### src/rtl/sec_timer_bank_pkg.sv
// Shared types and defaults for the seconds timer bank.
// Optional pause support is enabled with the SEC_TIMER_PAUSE_EN macro (see interface/top).
package sec_timer_pkg;

  typedef enum logic {
    ST_IDLE = 1'b0,
    ST_RUN  = 1'b1
  } state_t;

  localparam int DEF_TICK_DIV = 50000000;
  localparam int DEF_SEC_W    = 4;
  localparam int DEF_N_CH     = 2;

  // Prescaler counter width; never less than one bit.
  function automatic int presc_w(input int div);
    int w;
    w = $clog2(div);
    return (w < 1) ? 1 : w;
  endfunction

endpackage

### src/rtl/sec_timer_bank_if.sv
// Control/status bundle between the elevator FSM (master) and the timer bank (slave).
// With SEC_TIMER_PAUSE_EN defined, a per-channel pause input is added.
//
// Handshake: start/cancel are single-cycle requests sampled on every rising
// clk edge (no ready; the bank always accepts). cancel wins over start.
// load_sec is sampled only in the cycle start is high. expired is a
// one-cycle registered pulse; busy/elapsed are level status.
interface sec_timer_bank_if #(
  parameter int N_CH  = 2,
  parameter int SEC_W = 4
);
  logic [N_CH-1:0]       start;
  logic [N_CH-1:0]       cancel;
  logic [N_CH*SEC_W-1:0] load_sec;
  logic [N_CH*SEC_W-1:0] elapsed;
  logic [N_CH-1:0]       busy;
  logic [N_CH-1:0]       expired;
  // Debug view of each channel FSM: 1 = RUN, 0 = IDLE.
  logic [N_CH-1:0]       run_dbg;
`ifdef SEC_TIMER_PAUSE_EN
  logic [N_CH-1:0]       pause;
`endif

  modport master (
    output start, cancel, load_sec,
`ifdef SEC_TIMER_PAUSE_EN
    output pause,
`endif
    input  elapsed, busy, expired, run_dbg
  );

  modport slave (
    input  start, cancel, load_sec,
`ifdef SEC_TIMER_PAUSE_EN
    input  pause,
`endif
    output elapsed, busy, expired, run_dbg
  );
endinterface

### src/rtl/sec_timer_bank_tick_prescaler.sv
// One-second tick generator: counts 0..TICK_DIV-1 while enabled, pulses tick
// on the last count and wraps. clr forces the count back to zero.
module tick_prescaler
  import sec_timer_pkg::*;
#(
  parameter int TICK_DIV = DEF_TICK_DIV
) (
  input  logic clk,
  input  logic reseta,
  input  logic en,
  input  logic clr,
  output logic tick
);
  localparam int W = presc_w(TICK_DIV);
  localparam logic [W-1:0] LAST = W'(TICK_DIV - 1);

  logic [W-1:0] cnt;

  assign tick = en && (cnt == LAST);

  // Free count while enabled, hold when frozen, zero on clear.
  always_ff @(posedge clk or posedge reseta) begin
    if (reseta) begin
      cnt <= '0;
    end else if (clr) begin
      cnt <= '0;
    end else if (en) begin
      cnt <= tick ? '0 : cnt + W'(1);
    end
  end
endmodule

### src/rtl/sec_timer_bank.sv
// Bank of N_CH independent countdown timers counting whole seconds.
// Define SEC_TIMER_PAUSE_EN to add a per-channel pause input that freezes a
// running channel.
module sec_timer_bank
  import sec_timer_pkg::*;
#(
  parameter int TICK_DIV = DEF_TICK_DIV,
  parameter int SEC_W    = DEF_SEC_W,
  parameter int N_CH     = DEF_N_CH
) (
  input logic             clk,
  input logic             reseta,
  sec_timer_bank_if.slave bus
);

  for (genvar i = 0; i < N_CH; i++) begin : g_ch
    state_t           state;
    logic [SEC_W-1:0] target;
    logic [SEC_W-1:0] elapsed;
    logic             expired;
    logic [SEC_W-1:0] load;
    logic             req_start;
    logic             req_cancel;
    logic             hold;
    logic             run;
    logic             en;
    logic             clr;
    logic             tick;

    assign load       = bus.load_sec[i*SEC_W +: SEC_W];
    assign req_start  = bus.start[i];
    assign req_cancel = bus.cancel[i];
`ifdef SEC_TIMER_PAUSE_EN
    assign hold       = bus.pause[i];
`else
    assign hold       = 1'b0;
`endif
    assign run = (state == ST_RUN);
    assign en  = run && !hold;
    // Prescaler stays at zero in IDLE and restarts on any new request.
    assign clr = !run || req_start || req_cancel;

    tick_prescaler #(.TICK_DIV(TICK_DIV)) u_presc (
      .clk    (clk),
      .reseta (reseta),
      .en     (en),
      .clr    (clr),
      .tick   (tick)
    );

    // Channel FSM: start/restart, cancel (wins over start), per-second count, expiry.
    always_ff @(posedge clk or posedge reseta) begin
      if (reseta) begin
        state   <= ST_IDLE;
        target  <= '0;
        elapsed <= '0;
        expired <= 1'b0;
      end else begin
        expired <= 1'b0;
        if (req_cancel) begin
          state <= ST_IDLE;
        end else if (req_start) begin
          elapsed <= '0;
          if (load == '0) begin
            state   <= ST_IDLE;
            // Keeps expired a single-cycle pulse even if start is held.
            expired <= !expired;
          end else begin
            state  <= ST_RUN;
            target <= load;
          end
        end else if (run && tick) begin
          if ((elapsed + SEC_W'(1)) == target) begin
            elapsed <= target;
            state   <= ST_IDLE;
            expired <= 1'b1;
          end else begin
            elapsed <= elapsed + SEC_W'(1);
          end
        end
      end
    end

    assign bus.elapsed[i*SEC_W +: SEC_W] = elapsed;
    assign bus.busy[i]    = run;
    assign bus.expired[i] = expired;
    assign bus.run_dbg[i] = run;
  end

endmodule
### src/flat_wrapper.sv
// flat-port wrapper written by rule: the top's interface ports become plain ports
module sec_timer_bank_flat import sec_timer_pkg::*;
#(
  parameter int TICK_DIV = DEF_TICK_DIV,
  parameter int SEC_W    = DEF_SEC_W,
  parameter int N_CH     = DEF_N_CH
)
  (clk, reseta, bus_start, bus_cancel, bus_load_sec, bus_elapsed, bus_busy, bus_expired, bus_run_dbg);
  sec_timer_bank_if #(.N_CH(N_CH), .SEC_W(SEC_W)) bus_i ();
  input logic clk;
  input logic reseta;
  input wire logic [$bits(bus_i.start)-1:0] bus_start;
  input wire logic [$bits(bus_i.cancel)-1:0] bus_cancel;
  input wire logic [$bits(bus_i.load_sec)-1:0] bus_load_sec;
  output wire logic [$bits(bus_i.elapsed)-1:0] bus_elapsed;
  output wire logic [$bits(bus_i.busy)-1:0] bus_busy;
  output wire logic [$bits(bus_i.expired)-1:0] bus_expired;
  output wire logic [$bits(bus_i.run_dbg)-1:0] bus_run_dbg;
  assign bus_i.start = bus_start;
  assign bus_i.cancel = bus_cancel;
  assign bus_i.load_sec = bus_load_sec;
  assign bus_elapsed = bus_i.elapsed;
  assign bus_busy = bus_i.busy;
  assign bus_expired = bus_i.expired;
  assign bus_run_dbg = bus_i.run_dbg;
  sec_timer_bank #(.TICK_DIV(TICK_DIV), .SEC_W(SEC_W), .N_CH(N_CH)) u_core (.clk(clk), .reseta(reseta), .bus(bus_i));
endmodule
### config.mk
export PLATFORM = sky130hd
export DESIGN_NAME = sec_timer_bank_flat
export DESIGN_NICKNAME = d
export VERILOG_FILES = /design/src/rtl/sec_timer_bank_pkg.sv /design/src/rtl/sec_timer_bank_if.sv /design/src/rtl/sec_timer_bank_tick_prescaler.sv /design/src/rtl/sec_timer_bank.sv /design/src/flat_wrapper.sv
export SDC_FILE = /design/constraint.sdc
export NUM_CORES = 1
export LEC_CHECK = 0
export BUFFER_PORTS_ARGS = -buffer_cell sky130_fd_sc_hd__buf_2
export CAP_MARGIN = 20
export CORE_UTILIZATION = 53
export DETAILED_ROUTE_END_ITERATION = 7
export PLACE_DENSITY = 0.69
export REMOVE_ABC_BUFFERS = 1
export SYNTH_ARGS = -nofsm -noshare
export SYNTH_HDL_FRONTEND = slang
export SYNTH_SLANG_ARGS = --single-unit
export TNS_END_PERCENT = 30
### constraint.sdc
create_clock -name clk -period 3.2 [get_ports clk]
set_input_delay 0.16 -clock clk [delete_from_list [all_inputs] [get_ports clk]]
set_output_delay 0.16 -clock clk [all_outputs]
set_load 0.02 [all_outputs]
# --- After elaboration in Yosys (flattened, before gate mapping) ---
# Cells that the tools add are included.
op_classes:
  n_addsub: 4
  eq_ne: 4
  n_mux: 32
  bitwise: 4
  n_reduce_logical: 28
op_table:
  columns: ["cell", "n"]
  rows:
  - ["26-bit two-way mux", 6]
  - ["26-bit by 1-bit adder with 26-bit output (second input constant)", 2]
  - ["26-bit == test (second input constant)", 2]
  - ["4-bit two-way mux", 6]
  - ["1-bit two-way mux", 20]
  - ["3-bit nonzero test", 4]
  - ["4-bit by 1-bit adder with 4-bit output (second input constant)", 2]
  - ["4-bit == test", 2]
  - ["4-bit logical NOT", 2]
  - ["2-bit AND reduction", 4]
  - ["2-bit nonzero test", 4]
  - ["3-bit AND reduction", 2]
  - ["1-bit logical AND", 4]
  - ["1-bit logical NOT", 4]
  - ["1-bit logical OR", 4]
  - ["1-bit NOT", 4]
word_totals:
  register_bits: 72
  input_bits: 14

# --- Longest topological paths before layout ---
# Gate-level depths: netlist (run 1).
depth:
  ltp_word: 6
  ltp_mapped: 8

# --- Hierarchy ---
# A second synthesis (run 1) with hierarchy kept.
unflattened:
  cells_unflattened: 429
  area_unflattened_um2: 4137.7
by_module_without_submodules:
  columns: ["module", "instances", "cells_each", "area_each_um2", "seq_area_each_um2"]
  rows:
  - ["tick_prescaler", 2, 164, 1512.7, 650.6]
  - ["sec_timer_bank", 1, 101, 1112.3, 500.5]

# --- Worst setup path after synthesis (run 1) ---
# Ideal clock, no wire load.
synth_path:
  path_kind: "flip-flop to flip-flop"
  startpoint: "register u_core.g_ch[0].u_presc.cnt[9]"
  endpoint: "register u_core.g_ch[0].u_presc.cnt[2]"
  setup_ns: 0.119
  arrival_ns: 2.171
  t_required_ns: 3.081
  path_slack_ns: 0.911
  path_stages_with_launch: 7
  n_path_buf: 1
  synth_period_minus_slack_ns: 2.289
  cell_sequence: "dfrtp_1 or4b_1 or4_4 or3_4 nand3_4 buf_8 nor2_1"
synth_between:
  elab_chain_cells: 5
synth_rtl:
  columns: ["item", "line_no", "source"]
  rows:
  - ["start: declaration", "sec_timer_bank_tick_prescaler.sv:17", "logic [W-1:0] cnt;"]
  - ["start signal: assignment", "sec_timer_bank_tick_prescaler.sv:28", "cnt <= tick ? '0 : cnt + W'(1);"]
  - ["26-bit == test", "sec_timer_bank_tick_prescaler.sv:19", "assign tick = en && (cnt == LAST);"]
  - ["1-bit logical AND", "sec_timer_bank_tick_prescaler.sv:19", null]
  - ["26-bit two-way mux", "sec_timer_bank_tick_prescaler.sv:28", null]
  - ["26-bit two-way mux", "sec_timer_bank_tick_prescaler.sv:27", "end else if (en) begin"]
  - ["26-bit two-way mux", "sec_timer_bank_tick_prescaler.sv:25", "end else if (clr) begin"]
# Every way passes these cells. The select of a mux whose other input is x is not followed.
# A chain may end at the register's enable or synchronous reset.

# --- Worst setup path in the final report (run 1) ---
layout_path:
  startpoint: "register u_core.g_ch[0].u_presc.cnt[9]"
  endpoint: "register u_core.g_ch[0].u_presc.cnt[14]"
layout_between:
  elab_chain_cells: 5
  elab_cells_between_ends: 6
  cone_classes: "add/sub: 1; eq/ne: 1; mux: 3; reduce/logical: 1"
layout_rtl:
  columns: ["item", "line_no"]
  rows:
  - ["parallel branches: the longest is 2 deep, another holds 26-bit by 1-bit adder with 26-bit output", null]
  - ["26-bit two-way mux (*)", "sec_timer_bank_tick_prescaler.sv:28"]
  - ["26-bit two-way mux (*)", "sec_timer_bank_tick_prescaler.sv:27"]
  - ["26-bit two-way mux (*)", "sec_timer_bank_tick_prescaler.sv:25"]
# Mark *: on every way between the ends. The select of a mux whose other input is x is not followed.

==> impl_metrics.csv, run 1 <==
group,metric,value,unit
run_status,status,"complete, no violations",
drt,ant_nets,0,
clocking,htreeDepth,3,
clocking,cts.sinks,72,
die,dieArea,7290,um^2
timing,drv_slew,0,
final_layout,final_util,59.98,%
drt,routedWlPerCell,14.16,um
timing,skew,0.01329,ns
yosys,synth_seq_area_share,48.90,%
clocking,clockRootBuffer,"clkbuf_8",
worst_setup_path,critPathRequiredTime,3.42,ns
global_route,grt_antenna_before_repair,0,
power,power.density,430.7,nW/um^2
drt,vias,2671,
global_route,grt-ovfl-total,0,
run,max_cap_violations,0,
global_route,grt_util_all_layers,20.65,%
yosys,synth.distinct_cells,43,
yosys,synth_top_area_cell,"dfrtp_1",
timing,setup_viol,0,
place,gp_congestion,0.7839,
clocking,clk_pin_slew_worst_paths,0.07,ns
final_layout,drive_gt1_share,15.71,%
yosys,ys_ff_latch,72,
drt,firstDrtPassIters,4,
yosys,synth_top_cells_by_count,"dfrtp_1 (72), nor2_1 (64), xor2_1 (40)",
clocking,numCtsBuffers,9,
die,fp.dieH,85.38,um
worst_setup_path,crit_start,"u_core.g_ch[0].u_presc.cnt[9]",
yosys,ys.flop_type,"dfrtp_1",
yosys,synth.most_common_cell,"dfrtp_1",
timing,period_needed,2.487,ns
worst_setup_path,r2r-start,"u_core.g_ch[0].u_presc.cnt[9]",
clocking,clock_latency,0.35,ns
min_path,hp-class,"in2reg",
yosys,synth.area.top_cells,"dfrtp_1 (49%), xor2_1 (9.5%), nor2_1 (6.5%)",
place,port_buffers,27,
yosys,synth.avg_cell_area,10.07,um^2
clocking,cts_tree,"done",
die,core,6756,um^2
final_layout,nFillCells,575,
drt,finalWirelength,6812,um
timing,relSlewSlack,37.84,%
drt,drc,0,
yosys,yosys_warnings,0,
worst_setup_path,rr_worst_depth,5,
timing,tns,0,ns
power,leakagePower,1.775,nW
yosys,async_reset_ff_share,100.0,%
final_layout,area_growth,9.983,%
drt,viasPerCell,5.553,
clocking,cts.path.max_buffers,2,
die,fp.dieW,85.38,um
worst_setup_path,crit_type,"reg2reg",
timing,tightest_slew,0.9239,ns
worst_setup_path,cp_max_fo,25,
die,rows,30,
die,io_pins,28,
timing,hold_viol,0,
yosys,netlist_area,3685,um^2
yosys,synth_top_cell_area_share,48.90,%
worst_setup_path,worstPathArrival,2.70,ns
clocking,post_cts_buffers,0,
final_layout,nNetsFinal,415,
yosys,synth_edf_count,0,
yosys,syn-instance-count,366,
global_route,grt_pass1_wl,11830,um
worst_setup_path,critPathLaunchType,"register",
timing,hold_ws,0.06614,ns
global_route,grt_pass1_vias,2591,
worst_setup_path,end_kind,"register",
die,start_util,54.54,%
final_layout,antennaDiodeCount,0,
timing,setup_ws,0.7128,ns
timing,rsz0062_at_grt,"false",
timing,max_freq,0.4021,GHz
worst_setup_path,timing.rr.end,"u_core.g_ch[0].u_presc.cnt[14]",
worst_setup_path,crit_end,"u_core.g_ch[0].u_presc.cnt[14]",
drt,drt_iter0_markers,94,
place,dp_slack,0.7357,ns
power,vdd_drop_max,0.1968,mV
timing,post-route-period-util,77.73,%
global_route,grt_max_degree,38,
place,dp_hpwl,4669,um
worst_setup_path,r2r_slack,0.71,ns
registers in the layout, indices dropped and copies added (netlist names):
signal,count
u_core.g_ch.elapsed,8
u_core.g_ch.en,2
u_core.g_ch.expired,2
u_core.g_ch.target,8
u_core.g_ch.u_presc.cnt,52
area by class of cell:
class | instances | area, um^2 | share of cell area [%]
multi-input cells | 269 | 1735 | 42.82
flip-flops and latches | 72 | 1802 | 44.46
inverters | 12 | 45.04 | 1.111
well taps | 80 | 100.1 | 2.470
clock inverters | 3 | 42.54 | 1.050
repair buffers | 33 | 182.7 | 4.508
clock buffers | 12 | 145.1 | 3.581
cell families (layout without fill, tap and decap cells):
logic type / Yosys count / after routing / share of synthesized area (%)
xor+xnor: 60 / 60 / 14.26
mux: 10 / 10 / 3.022
flops: 72 / 72 / 48.90
simple gates: 177 / 177 / 24.96
buf+inv: 25 / 60 / 4.007
compound gates: 18 / 18 / 3.498
fa+ha+maj: 4 / 4 / 1.358
per-layer routing:
| layer | track usage [%] | vias up | share of wire, % |
|---|---|---|---|
| met2 | 31.30 | 43 | 45 |
| li1 | - | 1321 | - |
| met4 | 9.697 | 0 | 2.0 |
| met1 | 29.10 | 1295 | 50 |
| met5 | 0 | - | 0 |
| met3 | 3.502 | 12 | 3.1 |
metrics by stage:
| step | total power [mW] | instances | cell area, um^2 |
|---|---|---|---|
| after floorplan | 1.027 | 353 | 3582 |
| after global placement | 1.062 | 465 | 3855 |
| after detailed placement | 1.065 | 465 | 3855 |
| after CTS | 1.764 | 481 | 4053 |
| after global routing | 1.810 | 481 | 4053 |
| final | 1.745 | 481 | 4053 |
placed cells by master (no fill, tap or decap), types with 2 or more instances in the layout:
| cell | instances |
|---|---|
| a21oi_1 | 3 |
| a22o_1 | 2 |
| and2_1 | 3 |
| and3_1 | 14 |
| and4_1 | 2 |
| buf_2 | 27 |
| buf_4 | 5 |
| clkbuf_1 | 2 |
| clkbuf_8 | 10 |
| dfrtp_1 | 72 |
| ha_1 | 4 |
| inv_1 | 11 |
| mux2_2 | 9 |
| nand2_1 | 18 |
| nand3_1 | 32 |
| nand4_1 | 16 |
| nor2_1 | 64 |
| nor2b_1 | 2 |
| nor3_1 | 5 |
| nor3_2 | 2 |
| nor3b_1 | 2 |
| nor4_1 | 5 |
| o21ai_0 | 4 |
| or4_1 | 3 |
| or4_4 | 2 |
| or4b_1 | 2 |
| xnor2_1 | 20 |
| xor2_1 | 40 |
critical path, cell delays in order, from the launching register on:
cell	delay [ns]
dfrtp_1	0.44
or4b_1	0.55
or4_4	0.59
or3_4	0.42
nand3_4	0.27
nor2_1	0.09
worst min path at each step:
| stage | startpoint | end | slack [ns] | depth (start not counted) |
|---|---|---|---|---|
| final | bus_load_sec[4] | u_core.g_ch[1].target[0] | 0.07 | 2 |
| after global routing | bus_load_sec[1] | u_core.g_ch[0].target[1] | 0.07 | 2 |
| after CTS | bus_load_sec[4] | u_core.g_ch[1].target[0] | 0.06 | 2 |
| after detailed placement | reseta | u_core.g_ch[0].target[0] | 0.36 | 2 |
| after global placement | reseta | u_core.g_ch[0].target[0] | 0.34 | 2 |
| after floorplan | bus_load_sec[4] | u_core.g_ch[1].target[0] | 0.31 | 1 |
power breakdown:
group / leakage [nW] / internal (mW) / switching (mW) / total (mW)
clock network: 0.0925 / 0.377 / 0.323 / 0.699
logic: 0.697 / 0.0430 / 0.0586 / 0.102
registers: 0.985 / 0.929 / 0.0156 / 0.945
total: 1.78 / 1.35 / 0.397 / 1.75
what timing repair did:
action,CTS,global route
gates resized for setup,0,0
endpoints found under the hold margin,35,0
hold buffers,1,0
No activity file was read; power rests on OpenSTA's default activity.
==> run 2, diff against run 1 <==
--- a/config.mk
+++ b/config.mk
@@ -9,7 +9,7 @@
 export CAP_MARGIN = 20
 export CORE_UTILIZATION = 53
 export DETAILED_ROUTE_END_ITERATION = 7
-export PLACE_DENSITY = 0.69
+export PLACE_DENSITY = 0.71
 export REMOVE_ABC_BUFFERS = 1
 export SYNTH_ARGS = -nofsm -noshare
 export SYNTH_HDL_FRONTEND = slang
==> constraint.sdc (replaced) <==
create_clock -name clk -period 2.1 [get_ports clk]
set_input_delay 0.105 -clock clk [delete_from_list [all_inputs] [get_ports clk]]
set_output_delay 0.105 -clock clk [all_outputs]
set_load 0.02 [all_outputs]
==> run 2 against run 1 <==
The flow now finishes with violations (setup timing). Sequential cell count did not move. Register-to-register slack got worse by 0.91 ns. Global-route usage grew 1.3 points. Via count up 3.4%. Critical endpoint is now u_core.g_ch[0].elapsed[0]. Largest cell class is now multi-input gates.
==> impl_metrics.csv, run 2 (synthesis gave the netlist of run 1 again) <==
group,metric,value,unit
clocking,htreeDepth,3,
die,io_pins,28,
final_layout,drive_gt1_share,23.47,%
timing,hold_ws,0.01014,ns
worst_setup_path,r2r-start,"u_core.g_ch[0].u_presc.cnt[9]",
power,power.density,674.1,nW/um^2
run_status,status,"complete, but fails checks",
min_path,min_path_cells,2,
drt,finalWirelength,7292,um
power,netSwitchingPower,0.6346,mW
die,fp.dieW,85.38,um
global_route,grt_util_all_layers,22.00,%
worst_setup_path,crit_type,"reg2reg",
timing,rsz0062_at_grt,"true",
die,core,6756,um^2
global_route,grt_antenna_before_repair,0,
global_route,grt_pass1_wl,12700,um
drt,routedWlPerCell,14.41,um
timing,max_freq,0.4359,GHz
final_layout,nNetsFinal,439,
clocking,cts.sinks,72,
clocking,clock_latency,0.34,ns
power,leakagePower,1.961,nW
worst_setup_path,slowest_stage,"or4_4",
clocking,clockRootBuffer,"clkbuf_8",
worst_setup_path,critPathRequiredTime,2.38,ns
power,pwr-share-comb,5.7,%
worst_setup_path,slowest_delay,0.55,ns
worst_setup_path,timing.rr.end,"u_core.g_ch[0].elapsed[0]",
drt,drt_iter0_markers,147,
run,max_cap_violations,0,
timing,relSlewSlack,43.96,%
worst_setup_path,crit_path_cell_trace,"or4b_1 -> or4_4 -> or3_4 -> nor3_4 -> mux2_2",
power,seq_power_share,48.4,%
run_status,violations,"setup timing",
die,dieArea,7290,um^2
die,fp.dieH,85.38,um
power,switching_share,21.32,%
timing,post-route-period-util,109.3,%
timing,period_needed,2.294,ns
min_path,min_from,"bus_load_sec[3]",
global_route,grt-ovfl-total,0,
final_layout,nFillCells,541,
drt,drc,0,
drt,firstDrtPassIters,4,
worst_setup_path,cp_max_fo,6,
timing,setup_ws,-0.1944,ns
clocking,numCtsBuffers,9,
place,port_buffers,27,
worst_setup_path,r2r_slack,-0.19,ns
die,start_util,54.54,%
worst_setup_path,end_kind,"register",
timing,skew,0.005932,ns
power,vdd_drop_max,0.3988,mV
clocking,clk_pin_slew_worst_paths,0.08,ns
timing,tightest_slew,0.8375,ns
worst_setup_path,worstPathArrival,2.58,ns
final_layout,final_cell_mix,"dfrtp_1 (72), nor2_1 (60), xor2_1 (40)",
worst_setup_path,critPathLaunchType,"register",
min_path,hold_end,"u_core.g_ch[0].target[3]",
global_route,grt_pass1_vias,2811,
clocking,cts_tree,"done",
drt,ant_nets,0,
place,dp_hpwl,4741,um
worst_setup_path,rr_worst_depth,5,
final_layout,antennaDiodeCount,0,
power,finalPower,2.976,mW
worst_setup_path,crit_start,"u_core.g_ch[0].u_presc.cnt[9]",
power,clkPwrFrac,45.9,%
final_layout,largest_reg_flops,52,
timing,setup_viol,60,
timing,hold_viol,0,
global_route,grt_max_degree,73,
final_layout,largest_register,"u_core.g_ch.u_presc.cnt",
final_layout,mostFrequentLayoutCell,"dfrtp_1",
drt,vias,2763,
place,gp_congestion,0.7881,
min_path,hp-class,"in2reg",
drt,viasPerCell,5.460,
die,rows,30,
final_layout,reg.largest.list,"u_core.g_ch.u_presc.cnt x52, u_core.g_ch.elapsed x8, u_core.g_ch.target x8",
clocking,cts.path.max_buffers,2,
final_layout,area_growth,19.83,%
timing,drv_slew,0,
power,internal_power,2.342,mW
## run 2: changes by cell type in the layout (fill, tap and decap cells not counted), sizes merged
cell         previous run  this run
buf                    32        52
bufinv                  1         3
clkbuf                 12        11
dlygate4sd3             1         2
nand3                  33        36
## run 2: power groups by stage
stage                     clock [mW]  combinational, mW  sequential [mW]
final                           1.37              0.170             1.44
after detailed placement           0              0.159             1.47
after global routing            1.45              0.192             1.44
after floorplan                    0             0.0971             1.47
after global placement             0              0.157             1.47
after CTS                       1.39              0.167             1.44
## run 2: timing repair
action,4_1_cts,5_1_grt
gates resized for setup,5,13
pin swaps,12,8
buffers inserted,0,1
setup endpoints to repair,60,60
endpoints found under the hold margin,73,0
hold buffers,2,0
gates cloned,2,1
## run 2: critical path: cells and delay by family, from the launching register on
| family | cells | cell delay [ns] |
|---|---|---|
| simple gates | 4 | 1.69 |
| mux | 1 | 0.17 |
| flops | 1 | 0.37 |
## run 2: layout make-up
| class | instances | area [um^2] | share of cell area (%) |
|---|---|---|---|
| tap | 80 | 100.1 | 2.267 |
| inverter | 12 | 45.04 | 1.020 |
| clock buffer | 11 | 151.4 | 3.429 |
| timing repair buffer | 54 | 375.4 | 8.501 |
| sequential | 72 | 1802 | 40.80 |
| clock inverter | 5 | 102.6 | 2.324 |
| multi-input combinational | 272 | 1839 | 41.65 |
## run 2: how the worst max path moves through the flow
stage	end	slack [ns]
finish	u_core.g_ch[0].elapsed[0]	-0.19
CTS	u_core.g_ch[0].u_presc.cnt[13]	-0.16
floorplan	u_core.g_ch[1].u_presc.cnt[10]	-0.27
global placement	u_core.g_ch[0].u_presc.cnt[5]	-0.19
global route	u_core.g_ch[0].elapsed[0]	-0.25
detailed placement	u_core.g_ch[0].u_presc.cnt[3]	-0.24
## run 2: stage by stage
step / setup TNS [ns] / std cells / cell area, um^2 / setup WS (ns) / util (%)
floorplan: -11.06 / 353 / 3582 / -0.2711 / -
global placement: -6.395 / 484 / 4023 / -0.1919 / 59.54
detailed placement: -7.613 / 484 / 4023 / -0.2361 / 59.54
CTS: -6.587 / 504 / 4335 / -0.1648 / 64.17
global route: -12.05 / 506 / 4415 / -0.2487 / 65.35
finish: -7.024 / 506 / 4415 / -0.1944 / 65.35
## run 2: layer usage
metal	share of wire [%]	track usage (%)	vias to the layer above
li1	-	-	1367
met1	47	28.55	1355
met3	1.9	3.502	10
met5	0	0	-
met4	1.1	7.273	0
met2	50	37.83	31
==> run 3, diff against run 2 <==
--- a/config.mk
+++ b/config.mk
@@ -5,12 +5,14 @@
 export SDC_FILE = /design/constraint.sdc
 export NUM_CORES = 1
 export LEC_CHECK = 0
+export ABC_AREA = 1
 export BUFFER_PORTS_ARGS = -buffer_cell sky130_fd_sc_hd__buf_2
 export CAP_MARGIN = 20
 export CORE_UTILIZATION = 53
 export DETAILED_ROUTE_END_ITERATION = 7
 export PLACE_DENSITY = 0.71
 export REMOVE_ABC_BUFFERS = 1
+export SKIP_LAST_GASP = 1
 export SYNTH_ARGS = -nofsm -noshare
 export SYNTH_HDL_FRONTEND = slang
 export SYNTH_SLANG_ARGS = --single-unit
==> run 3 against run 2 <==
The flow now finishes without violations. Synthesized cell count grew 72%. Highest routed layer unchanged. Die area grew 19%. Register-to-register slack gained 0.58 ns. Critical path depth grew 3. Largest power group unchanged. Wire length grew 36%. Worst setup slack gained 0.58 ns. Via count grew 45%. Maximum frequency grew 34%.
==> impl_metrics.csv, run 3 <==
group,metric,value,unit
yosys,synth.distinct_cells,32,
yosys,synth.avg_cell_area,6.950,um^2
die,fp.dieW,92.97,um
global_route,grt_pass1_wl,17620,um
clocking,clockRootBuffer,"clkbuf_8",
global_route,grt_max_degree,40,
final_layout,final_cell_mix,"nand2_1 (185), nor2_1 (138), dfrtp_1 (72)",
min_path,hp-class,"in2reg",
drt,firstDrtPassIters,5,
drt,finalWirelength,9884,um
drt,vias,3995,
final_layout,antennaDiodeCount,0,
timing,drv_slew,0,
global_route,grt_antenna_before_repair,0,
final_layout,nFillCells,755,
power,power.density,543.9,nW/um^2
yosys,yosys_warnings,0,
global_route,grt_util_all_layers,25.74,%
die,core,7848,um^2
final_layout,area_growth,10.01,%
drt,drc,0,
clocking,clock_latency,0.35,ns
power,vdd_drop_max,0.3506,mV
clocking,clk_pin_slew_worst_paths,0.07,ns
final_layout,final_util,61.48,%
final_layout,seq_area,1802,um^2
clocking,cts.path.max_buffers,2,
timing,relSlewSlack,67.92,%
die,fp.dieH,92.97,um
clocking,numCtsBuffers,9,
timing,skew,0.01131,ns
worst_setup_path,critPathRequiredTime,2.32,ns
run,max_cap_violations,0,
final_layout,nNetsFinal,687,
yosys,netlist_area,4385,um^2
final_layout,mostFrequentLayoutCell,"nand2_1",
drt,ant_nets,0,
timing,post-route-period-util,81.64,%
die,rows,32,
final_layout,largest_register,"u_core.g_ch.u_presc.cnt",
die,dieArea,8642,um^2
yosys,synth_top_area_cell,"dfrtp_1",
power,leakagePower,2.155,nW
yosys,synth_edf_count,0,
timing,setup_viol,0,
run_status,status,"complete, no violations",
die,io_pins,28,
timing,hold_viol,0,
worst_setup_path,critPathLaunchType,"register",
place,port_buffers,27,
timing,tns,0,ns
die,start_util,55.88,%
worst_setup_path,worstPathArrival,1.94,ns
final_layout,drive_gt1_share,12.35,%
final_layout,multi_input_area,2260,um^2
timing,max_freq,0.5833,GHz
worst_setup_path,end_kind,"register",
timing,period_needed,1.714,ns
yosys,async_reset_ff_share,100.0,%
worst_setup_path,cp_max_fo,11,
yosys,synth.area.top_cells,"dfrtp_1 (41%), nand2_1 (16%), nor2_1 (12%)",
drt,routedWlPerCell,12.77,um
timing,tightest_slew,0.4804,ns
timing,rsz0062_at_grt,"false",
final_layout,reg.largest.list,"u_core.g_ch.u_presc.cnt x52, u_core.g_ch.elapsed x8, u_core.g_ch.target x8",
final_layout,largest_reg_flops,52,
clocking,cts_tree,"done",
drt,drt_iter0_markers,171,
place,gp_congestion,0.9251,
clocking,post_cts_buffers,0,
clocking,cts.sinks,72,
global_route,grt-ovfl-total,0,
clocking,htreeDepth,3,
drt,viasPerCell,5.161,
yosys,synth_seq_area_share,41.08,%
place,dp_hpwl,7539,um
global_route,grt_pass1_vias,4028,
yosys,synth_top_cell_area_share,41.08,%
yosys,synth_top_cells_by_count,"nand2_1 (185), nor2_1 (138), dfrtp_1 (72)",
yosys,ys.flop_type,"dfrtp_1",
yosys,ys_ff_latch,72,
yosys,syn-instance-count,631,
yosys,synth.most_common_cell,"nand2_1",
worst_setup_path,crit_type,"reg2reg",
==> run 3: what timing repair did <==
action	4_1_cts	5_1_grt
setup endpoints to repair	0	0
gates resized for setup	0	0
endpoints found under the hold margin	24	0
hold buffers	4	0
==> run 3: where the power goes <==
group	switching [mW]	leakage [nW]	internal [mW]	total, mW
clock	0.514	0.0817	0.412	0.926
combinational	0.149	1.09	0.0842	0.233
sequential	0.0429	0.987	1.42	1.46
total	0.706	2.16	1.92	2.62
==> run 3: worst paths after layout <==
path                                                     from                              to  slack, ns  depth (start not counted)
worst min-delay path                          bus_load_sec[4]        u_core.g_ch[1].target[0]      0.009                          3
worst max-delay path            u_core.g_ch[0].u_presc.cnt[0]  u_core.g_ch[0].u_presc.cnt[13]       0.39                          8
min in group asynchronous                              reseta          u_core.g_ch[0].expired       0.31                          3
max in group asynchronous                              reseta  u_core.g_ch[1].u_presc.cnt[15]       1.04                          5
worst max register to register  u_core.g_ch[0].u_presc.cnt[0]  u_core.g_ch[0].u_presc.cnt[13]       0.39                          8
worst min register to register  u_core.g_ch[0].u_presc.cnt[0]   u_core.g_ch[0].u_presc.cnt[0]       0.49                          1
==> run 3: kinds of logic after synthesis <==
kind of cell | share of synthesized area (%)
compound gates | 2.625
xor+xnor | 4.394
fa+ha+maj | 1.141
buf+inv | 7.389
flops | 41.08
simple gates | 43.37
==> run 3: layout make-up <==
cell class / instances / share of cell area [%]
multi-input cells: 481 / 46.84
flip-flops and latches: 72 / 37.34
inverters: 69 / 5.368
repair buffers: 36 / 4.668
clock buffers: 10 / 2.645
well taps: 102 / 2.645
clock inverters: 4 / 0.4927
==> run 3: critical path, cell delays in order (launching register included) <==
cell	delay (ns)
dfrtp_1	0.39
ha_1	0.20
nand2_2	0.09
nor2_1	0.10
nand2_1	0.07
inv_1	0.10
nand4_1	0.19
nand2_1	0.35
nor2_1	0.10
==> run 3: metal layers <==
layer	global-route usage [%]	part of all wire (%)	wire, um
met1	31.56	45	4455
met2	44.00	48	4746
met3	3.202	3.2	314
met4	13.72	3.7	367
met5	0	0	0
==> run 3: metrics by stage <==
step | hold slack (ns) | cells | power (mW) | area, um^2 | setup WS [ns]
2_1_floorplan | 0.2216 | 622 | 1.635 | 4320 | 0.1701
3_3_place_gp | 0.1503 | 756 | 1.715 | 4633 | 0.4769
3_5_place_dp | 0.1526 | 756 | 1.721 | 4633 | 0.3903
4_1_cts | 0.01116 | 774 | 2.630 | 4825 | 0.3795
5_1_grt | 0.02963 | 774 | 2.735 | 4825 | 0.1364
6_report | 0.008619 | 774 | 2.624 | 4825 | 0.3856
